==> src/rtl/pc_pkg.sv <==
// pc_pkg: shared FSM state encoding and PC constants for the fetch stage.
package pc_pkg;
  typedef enum logic [1:0] {
    S_BOOT  = 2'd0,
    S_RUN   = 2'd1,
    S_HOLD  = 2'd2,
    S_FLUSH = 2'd3
  } state_t;
  localparam logic [31:0] PC_INC        = 32'd4;
  localparam logic [31:0] PC_ALIGN_MASK = 32'hFFFF_FFFC;
endpackage

==> src/rtl/sat_counter.sv <==
// sat_counter: W-bit up counter with enable that sticks at all-ones; ports clk_i, rst_i (async high), en_i, count_o.
module sat_counter #(
  parameter int W = 32
) (
  input  logic         clk_i,
  input  logic         rst_i,
  input  logic         en_i,
  output logic [W-1:0] count_o
);
  logic [W-1:0] count_q;
  always_ff @(posedge clk_i or posedge rst_i)
    if (rst_i) count_q <= '0;
    else if (en_i && ~&count_q) count_q <= count_q + W'(1);
  assign count_o = count_q;
endmodule

==> src/rtl/pc_fetch_stage.sv <==
// pc_fetch_stage: PC register with boot bubble, stall hold, redirect flush, sticky misalign flag and optional PC_PERF_COUNT_EN counters; ports Clk, Reset, Stall, Redirect, NextPC -> PCResult, PCPlus4, FetchValid, MisalignErr, InstrCount, StallCount.
module pc_fetch_stage
  import pc_pkg::*;
#(
  parameter logic [31:0] RESET_VECTOR = 32'h0000_0000,
  parameter int          COUNT_W      = 32
) (
  input  logic               Clk,
  input  logic               Reset,
  input  logic               Stall,
  input  logic               Redirect,
  input  logic [31:0]        NextPC,
  output logic [31:0]        PCResult,
  output logic [31:0]        PCPlus4,
  output logic               FetchValid,
  output logic               MisalignErr,
  output logic [COUNT_W-1:0] InstrCount,
  output logic [COUNT_W-1:0] StallCount
);
  state_t      state_q, state_d;
  logic [31:0] pc_q, pc_d;
  logic        err_q, err_d;
  logic        load;
  always_ff @(posedge Clk or posedge Reset)
    if (Reset) begin
      state_q <= S_BOOT;
      pc_q    <= RESET_VECTOR;
      err_q   <= 1'b0;
    end else begin
      state_q <= state_d;
      pc_q    <= pc_d;
      err_q   <= err_d;
    end
  // RUN, HOLD and FLUSH share transitions; they differ only in FetchValid.
  always_comb begin
    state_d = state_q;
    load    = 1'b0;
    load    = (state_q != S_BOOT) && (Redirect || !Stall);
    state_d = (state_q == S_BOOT) ? S_RUN :
              Redirect            ? S_FLUSH :
              Stall               ? S_HOLD : S_RUN;
    pc_d    = load ? (NextPC & PC_ALIGN_MASK) : pc_q;
    err_d   = err_q | (load && |NextPC[1:0]);
  end
  assign PCResult    = pc_q;
  assign PCPlus4     = pc_q + PC_INC;
  assign FetchValid  = (state_q == S_RUN) || (state_q == S_HOLD);
  assign MisalignErr = err_q;
`ifdef PC_PERF_COUNT_EN
  logic instr_en, stall_en;
  assign instr_en = FetchValid && !Stall;
  assign stall_en = Stall && (state_q != S_BOOT);
  sat_counter #(.W(COUNT_W)) u_instr_cnt (
    .clk_i(Clk), .rst_i(Reset), .en_i(instr_en), .count_o(InstrCount)
  );
  sat_counter #(.W(COUNT_W)) u_stall_cnt (
    .clk_i(Clk), .rst_i(Reset), .en_i(stall_en), .count_o(StallCount)
  );
`else
  assign InstrCount = '0;
  assign StallCount = '0;
`endif
endmodule

==> config.mk <==
export PLATFORM = sky130hd
export DESIGN_NAME = pc_fetch_stage
export DESIGN_NICKNAME = d
export VERILOG_FILES = /design/src/rtl/pc_pkg.sv /design/src/rtl/sat_counter.sv /design/src/rtl/pc_fetch_stage.sv
export SDC_FILE = /design/constraint.sdc
export NUM_CORES = 1
export LEC_CHECK = 0
export CAP_MARGIN = 20
export CORE_ASPECT_RATIO = 0.6
export CORE_UTILIZATION = 65
export CTS_CLUSTER_SIZE = 10
export DETAILED_ROUTE_END_ITERATION = 16
export DONT_BUFFER_PORTS = 1
export PLACE_DENSITY_LB_ADDON = 0.08
export RECOVER_POWER = 25
export SYNTH_ARGS = -nofsm -noshare
export SYNTH_HDL_FRONTEND = slang
export SYNTH_HIERARCHICAL = 1
export SYNTH_SLANG_ARGS = --single-unit
==> constraint.sdc <==
create_clock -name Clk -period 4.1 [get_ports Clk]
set_input_delay 0.82 -clock Clk [delete_from_list [all_inputs] [get_ports Clk]]
set_output_delay 0.82 -clock Clk [all_outputs]
set_load 0.005 [all_outputs]
==> impl_results.md <==
* Cells on worst reg2reg path at 4
* Asr flop ratio synth at between 90% and 100%
* Final Wtd Congestion at ~0.73
* RR Startpoint: state_q[0]
* CORE AREA at 3380 um^2
* Gate power share at between 15 and 20%
* CP max FO at 11
* DIE AREA at 3930 um^2
* Max_slew headroom at -16.1%
* Clock Skew at 0.00520 ns
* CTS tree: done
* Final setup viols at 0
* Postcts setup bufs at 0
* Pre-antenna DRT Iters at 4
* Synth Flop Type: dfrtp_1
* Switching pwr at 0.239 mW
* Syn Inst Count at roughly 240
* Largest family of logic cells by synthesized area: buffers and inverters
* Mux cell area share after synthesis at between 10% and 20%
* Total wire length at 4440 um
* Synth Area in Simple Gates at between 15 and 20%
* Cell with the most instances after synthesis: buf_4
* Yosys reg bits at 33
* Root Buffer: clkbuf_8
* Hold wc startpoint: MisalignErr
* Final Util at around two thirds
* Worst path max stage delay at about 0.61 ns
* Req. time, crit path at 3.28 ns
* Ports at 166
* Initial antenna violation count at 0
* Crit Path Category: register to primary output
* Mean post-synth cell area at between 9 and 10 um^2
* Share of cells above drive strength 1 at roughly 18%
* Global-route wire length before repair at approximately 6500 um
* Final nets at 278
* List of most frequent post-synthesis cells: buf_4, dfrtp_1, mux2_2
* Reg2reg end: PCResult[16]
* Crit path cell chain: nand4_1, or4_4, nor4_1, xor2_1
* Gr usage total at 22.8%
* Outcome: finished with violations
* Max clock buf depth at 2
* Critical path capture point type: primary output
* Reg-to-reg slack, setup at 2.13 ns
* Slowest CP cell: or4_4
* Tcrit/Tclk final at 75.0%
* Setup WS pre-CTS at roughly 1.3 ns
* CTS Sinks at 33
* H-tree levels at 2
* Critical Path Source Type: register
* Crit. Startpoint: PCResult[7]
* Largest net degree at the start of global routing at 37
* Die width at about 80 um
* Post-Synth XOR/XNOR Area at between 10% and 20%
* Leak at 1.07 nW
* Largest cells by area after synthesis: dfrtp_1, buf_4, mux2_2
* Wire length on met3 at 450 um
* RSZ-0062 raised after global routing: no
* DR iter-0 viols at 36
* Vias after detailed routing at approximately 1400
* Hold/Removal Path Class: register to register
* Final hold violations at 0
* Worst Setup EP: PCPlus4[28]
* Row Count at 16
* Vias in the first global route at about 1300
* Yosys top cell by area: dfrtp_1
* Clk Latency, worst-skew pair at approximately 0.28 ns
* Die height at 49.0 um
* HPWL Detailed at between 3000 and 4000 um
* Hold depth at 1
* Post-route ant nets at 0
* Post-synthesis compound-gate area fraction at between 1 and 1.5%
* Slew @ Worst Pin at between 1.5 and 2 ns
* Synth unique cells at 30
* P per Cell Area at roughly 350 nW/um^2
* Fin. max-slew vios at 34
* Reg clk slew, reported paths at roughly 0.060 ns
* Metal-1 WL at about 1800 um
* Sw Share at between 30% and 40%
* Top cell type's share of synthesized area at approximately a third
* Synth Cell Area at between 2000 and 2500 um^2
* Seq/Total Area, Yosys at 34.6%
* Max Freq at between 300 and 400 MHz
* Max_cap viols at 1
* Clock power share at a little under a third
* Vias per cell at between 5 and 6
* DR top layer: met4
* GRT overflow at 0
* Int Power at between 0.5 and 0.6 mW
* Peak supply drop at approximately 0.24 mV
* Worst EP arrival at ~2.3 ns
* Sequential cell fraction of total power at between 50% and 60%
* Failing checks: max-capacitance violations, max-slew violations
* Buffers on Ports at 0
* Avg WL per Cell at ~16 um
* Synth Area in Adders at between 1 and 1.5%
* Setup TNS at 0 ns
* ANT cells at 0
* Final worst setup slack at 1.02 ns
* Synth warn at 6
* Min Clock Period, post-route at between 3 and 4 ns
* Layout area overhead at -5.61%
* Initial core utilization at approximately 71%
* Hold-fix buffers, CTS at 0
* Overall power at a little under 0.8 mW
* Cts repair resizes at 0
* Total CTS buffers at 5
* Metal2 WL at between 2000 and 2500 um
* Number of synthesized flops with an enable pin at 0
* # DRC at 0
==> worst min path at each step <==
stage	to	slack [ns]
after floorplan	MisalignErr	0.46
after global placement	MisalignErr	0.48
after detailed placement	MisalignErr	0.48
after CTS	MisalignErr	0.50
after global routing	MisalignErr	0.51
final	MisalignErr	0.50
==> power groups by stage <==
stage / Clock (mW) / Combinational (mW) / Sequential, mW
2_1_floorplan: 0 / 0.156 / 0.403
3_3_place_gp: 0 / 0.123 / 0.414
3_5_place_dp: 0 / 0.127 / 0.418
4_1_cts: 0.247 / 0.127 / 0.412
5_1_grt: 0.264 / 0.143 / 0.418
6_report: 0.243 / 0.126 / 0.412
==> cells by family after synthesis <==
group | Yosys count
compound gates | 7
flops | 33
other cells | 1
xor+xnor | 28
buf+inv | 85
fa+ha+maj | 2
simple gates | 58
mux | 25
==> critical path: cells and delay by family, from the launching register on <==
family	cells	cell delay, ns
flops	1	0.47
xor+xnor	1	0.25
simple gates	3	1.25
==> registers in the layout, indices dropped and copies added, names as in the netlist <==
name	count
state_q	2
PCResult	30
MisalignErr	1
==> final cells by class <==
cell class / count / area [um^2]
clock buffer: 7 / 86.3
tap: 45 / 56.3
timing repair buffer: 1 / 3.75
sequential: 33 / 826
multi-input combinational: 188 / 1240
fill: 286 / 1130
inverter: 11 / 41.3
==> placed cells by master, fill, tap and decap left out <==
| cell | netlist | final |
|---|---|---|
| mux2_2 | 25 | 25 |
| nor4_4 | 2 | 2 |
| and4_1 | 2 | 2 |
| dfrtp_1 | 33 | 33 |
| nand2b_1 | 1 | 1 |
| and2_1 | 1 | 1 |
| or4_4 | 1 | 1 |
| nor4_1 | 1 | 1 |
| nand3_1 | 7 | 7 |
| nand4_2 | 2 | 2 |
| ha_1 | 2 | 2 |
| nor2_1 | 6 | 6 |
| inv_1 | 11 | 11 |
| nand3b_1 | 1 | 1 |
| nand2_1 | 15 | 15 |
| nand4_1 | 7 | 7 |
| conb_1 | 1 | 68 |
| nor4_2 | 4 | 4 |
| clkbuf_1 | 2 | 2 |
| xnor2_1 | 14 | 14 |
| nor3_1 | 3 | 3 |
| clkbuf_8 | 0 | 6 |
| nor3_2 | 3 | 3 |
| and3_1 | 2 | 2 |
| o21ai_0 | 6 | 6 |
| a21oi_4 | 0 | 1 |
| xor2_1 | 14 | 14 |
==> per-stage QoR <==
| stage | cells | cell area, um^2 | hold WS (ns) |
|---|---|---|---|
| after floorplan | 306 | 2640 | 0.459 |
| after global routing | 285 | 2250 | 0.514 |
| final | 285 | 2250 | 0.505 |
| after global placement | 278 | 2170 | 0.484 |
| after detailed placement | 278 | 2170 | 0.484 |
| after CTS | 285 | 2260 | 0.501 |
==> layer usage <==
metal | track usage, % | vias to the layer above
li1 | - | 661
met1 | 29.2 | 693
met2 | 34.3 | 78
met3 | 9.53 | 5
met4 | 8.93 | 0
met5 | 0 | -
No activity file was read; power rests on OpenSTA's default activity.
==> patch (same flow settings) <==
Change the parameter `COUNT_W` from 32 to 64.
--- a/src/rtl/pc_fetch_stage.sv
+++ b/src/rtl/pc_fetch_stage.sv
@@ -4,5 +4,5 @@
 #(
   parameter logic [31:0] RESET_VECTOR = 32'h0000_0000,
-  parameter int          COUNT_W      = 32
+  parameter int          COUNT_W      = 64
 ) (
   input  logic               Clk,
Interface: changed (resized InstrCount and StallCount); port bits go from 166 to 230. The function was not compared with the original's and may differ.
==> patch against the unedited design <==
- the flow still finishes with violations (capacitance limit, slew limit)
- routed wire length is 5.8% higher
- final area is 11% higher
- total power is 0.95% higher
- maximum frequency hardly changed
- sequential cell count stayed put
- sequential power hardly changed
- synthesized area is 20% higher
- setup slack better by 0.0027 ns
- largest power group unchanged
==> patch: results (changes against the unedited design) <==
power:
  p_leak_nw: 1.27  # +20%
  p_int_mw: 0.526  # -2.9%
  vdd_drop_max_v: 0.000212  # -10%
job:
  drv_cap: 1  # unchanged
clocking:
  clock-root-buffer: "clkbuf_8"
  cts_resized: 0  # unchanged
  cts_setup_buffers: 0  # unchanged
  clock_path_buffers: 2  # unchanged
global_route:
  grt_pass1_wl_um: 6500  # -0.32%
  grtUsageTotal_pct: 19.5  # -3.3 points
  use_met1_pct: 26.9  # -2.3 points
  met2_usage_pct: 28.8  # -5.5 points
  grt_pass1_vias: 1211  # -5.9%
  met3_usage_pct: 8.11  # -1.4 points
placed_design:
  dp.final_hpwl_um: 3660  # +5.8%
  dpl_cell_area_mm2: 0.00243  # +12%
  routabilityCongestion: 0.758  # +3.7%
  placedCellCount: 357  # +28%
yosys:
  synth_compound_area_share_pct: 1.22  # -0.25 points
  synth_area_leader_cell: "buf_4"
  async_flop_share_pct: 100  # unchanged
  synthAdderAreaFrac_pct: 0.872  # -0.18 points
  synthFlopType: "dfrtp_1"
  synthXorXnorAreaFrac_pct: 8.55  # -1.7 points
  synth_area_leaders: "buf_4, dfrtp_1, mux2_2, xnor2_1, xor2_1"
  ys_seq_area_share_pct: 28.8  # -5.8 points
  synth_top_cells_by_count: "buf_4, dfrtp_1, mux2_2"
  yosys_warnings: 6  # unchanged
  syn_avg_cell_area_um2: 9.47  # -5.3%
  muxShareOfSynthArea_pct: 9.81  # -2.0 points
run_status:
  outcome: "finished with violations"
  violations: "capacitance limit, slew limit"
setup_path:
  cp_data_arrival_time_ns: 2.25
layout:
  num-nets-final: 342  # +23%
  n_antenna_cell: 0  # unchanged
  drive_above_1_share_pct: 14.8  # -3.6 points
  fillers: 381  # +33%
  instances_no_fill: 365  # +28%
timing:
  final_max_slew_viol_count: 34  # unchanged
  whs_ns: 0.500  # -0.00449 ns
  finClkSkew_ns: 0.00628  # +0.00108 ns
  max_slew_margin_pct: -14.1  # +2.0 points
route:
  drtIter0Drc: 59  # +64%
  wl_per_cell_um: 12.9  # -17%
  vias_per_cell: 4.24  # -16%
patch: cell count changes after synthesis:
cell   before  now
buf_4      68  132
patch: cell families after synthesis:
family / count (synthesis)
buffers and inverters: 149
adder cells (fa/ha/maj): 2
AND/OR/NAND/NOR: 58
multiplexers: 25
XOR/XNOR: 28
other: 1
AO/OA/AOI/OAI: 7
flip-flops: 33
patch: final timing paths:
check                      cells past startpoint                    start                        to
setup reg to reg                               4     state_q[0]$_DFF_PP0_  PCResult[25]$_DFFE_PP0P_
hold reg to reg                                1    MisalignErr$_DFF_PP0_     MisalignErr$_DFF_PP0_
hold / removal                                 1    MisalignErr$_DFF_PP0_     MisalignErr$_DFF_PP0_
max in group asynchronous                      2                    Reset  PCResult[12]$_DFFE_PP0P_
setup / recovery                               4  PCResult[7]$_DFFE_PP0P_               PCPlus4[28]
min in group asynchronous                      2                    Reset     MisalignErr$_DFF_PP0_
patch: layout make-up:
| class | count | area, um^2 | share of cell area, % |
|---|---|---|---|
| Multi-Input combinational cell | 252 | 1480 | 59.0 |
| Sequential cell | 33 | 826 | 32.9 |
| Tap cell | 60 | 75.1 | 2.99 |
| Clock buffer | 6 | 72.6 | 2.89 |
| Inverter | 11 | 41.3 | 1.65 |
| Clock inverter | 2 | 10.0 | 0.399 |
| Timing Repair Buffer | 1 | 3.75 | 0.150 |
patch: power groups by stage:
stage | clock network, mW | registers, mW | logic [mW]
finish | 0.237 | 0.411 | 0.140
global route | 0.260 | 0.419 | 0.163
CTS | 0.239 | 0.412 | 0.139
detailed placement | 0 | 0.418 | 0.138
global placement | 0 | 0.417 | 0.138
floorplan | 0 | 0.403 | 0.213
patch: through the flow:
stage          worst slack [ns]  util [%]
5_1_grt                   0.858      60.2
2_1_floorplan              1.60         -
3_5_place_dp               1.35      58.3
3_3_place_gp               1.36      58.3
4_1_cts                    1.03      60.3
6_report                   1.03      60.2
patch: per-layer routing:
| layer | wire length [um] | vias up |
|---|---|---|
| li1 | - | 728 |
| met1 | 1980 | 732 |
| met2 | 2240 | 86 |
| met3 | 474 | 2 |
| met4 | 10 | 0 |
| met5 | 0 | - |
patch: worst max-delay path, stage by stage (launching register included):
cell and delay, ns:
dfrtp_1 0.47, nand4_1 0.27, or4_4 0.61, nor4_1 0.36, xor2_1 0.26
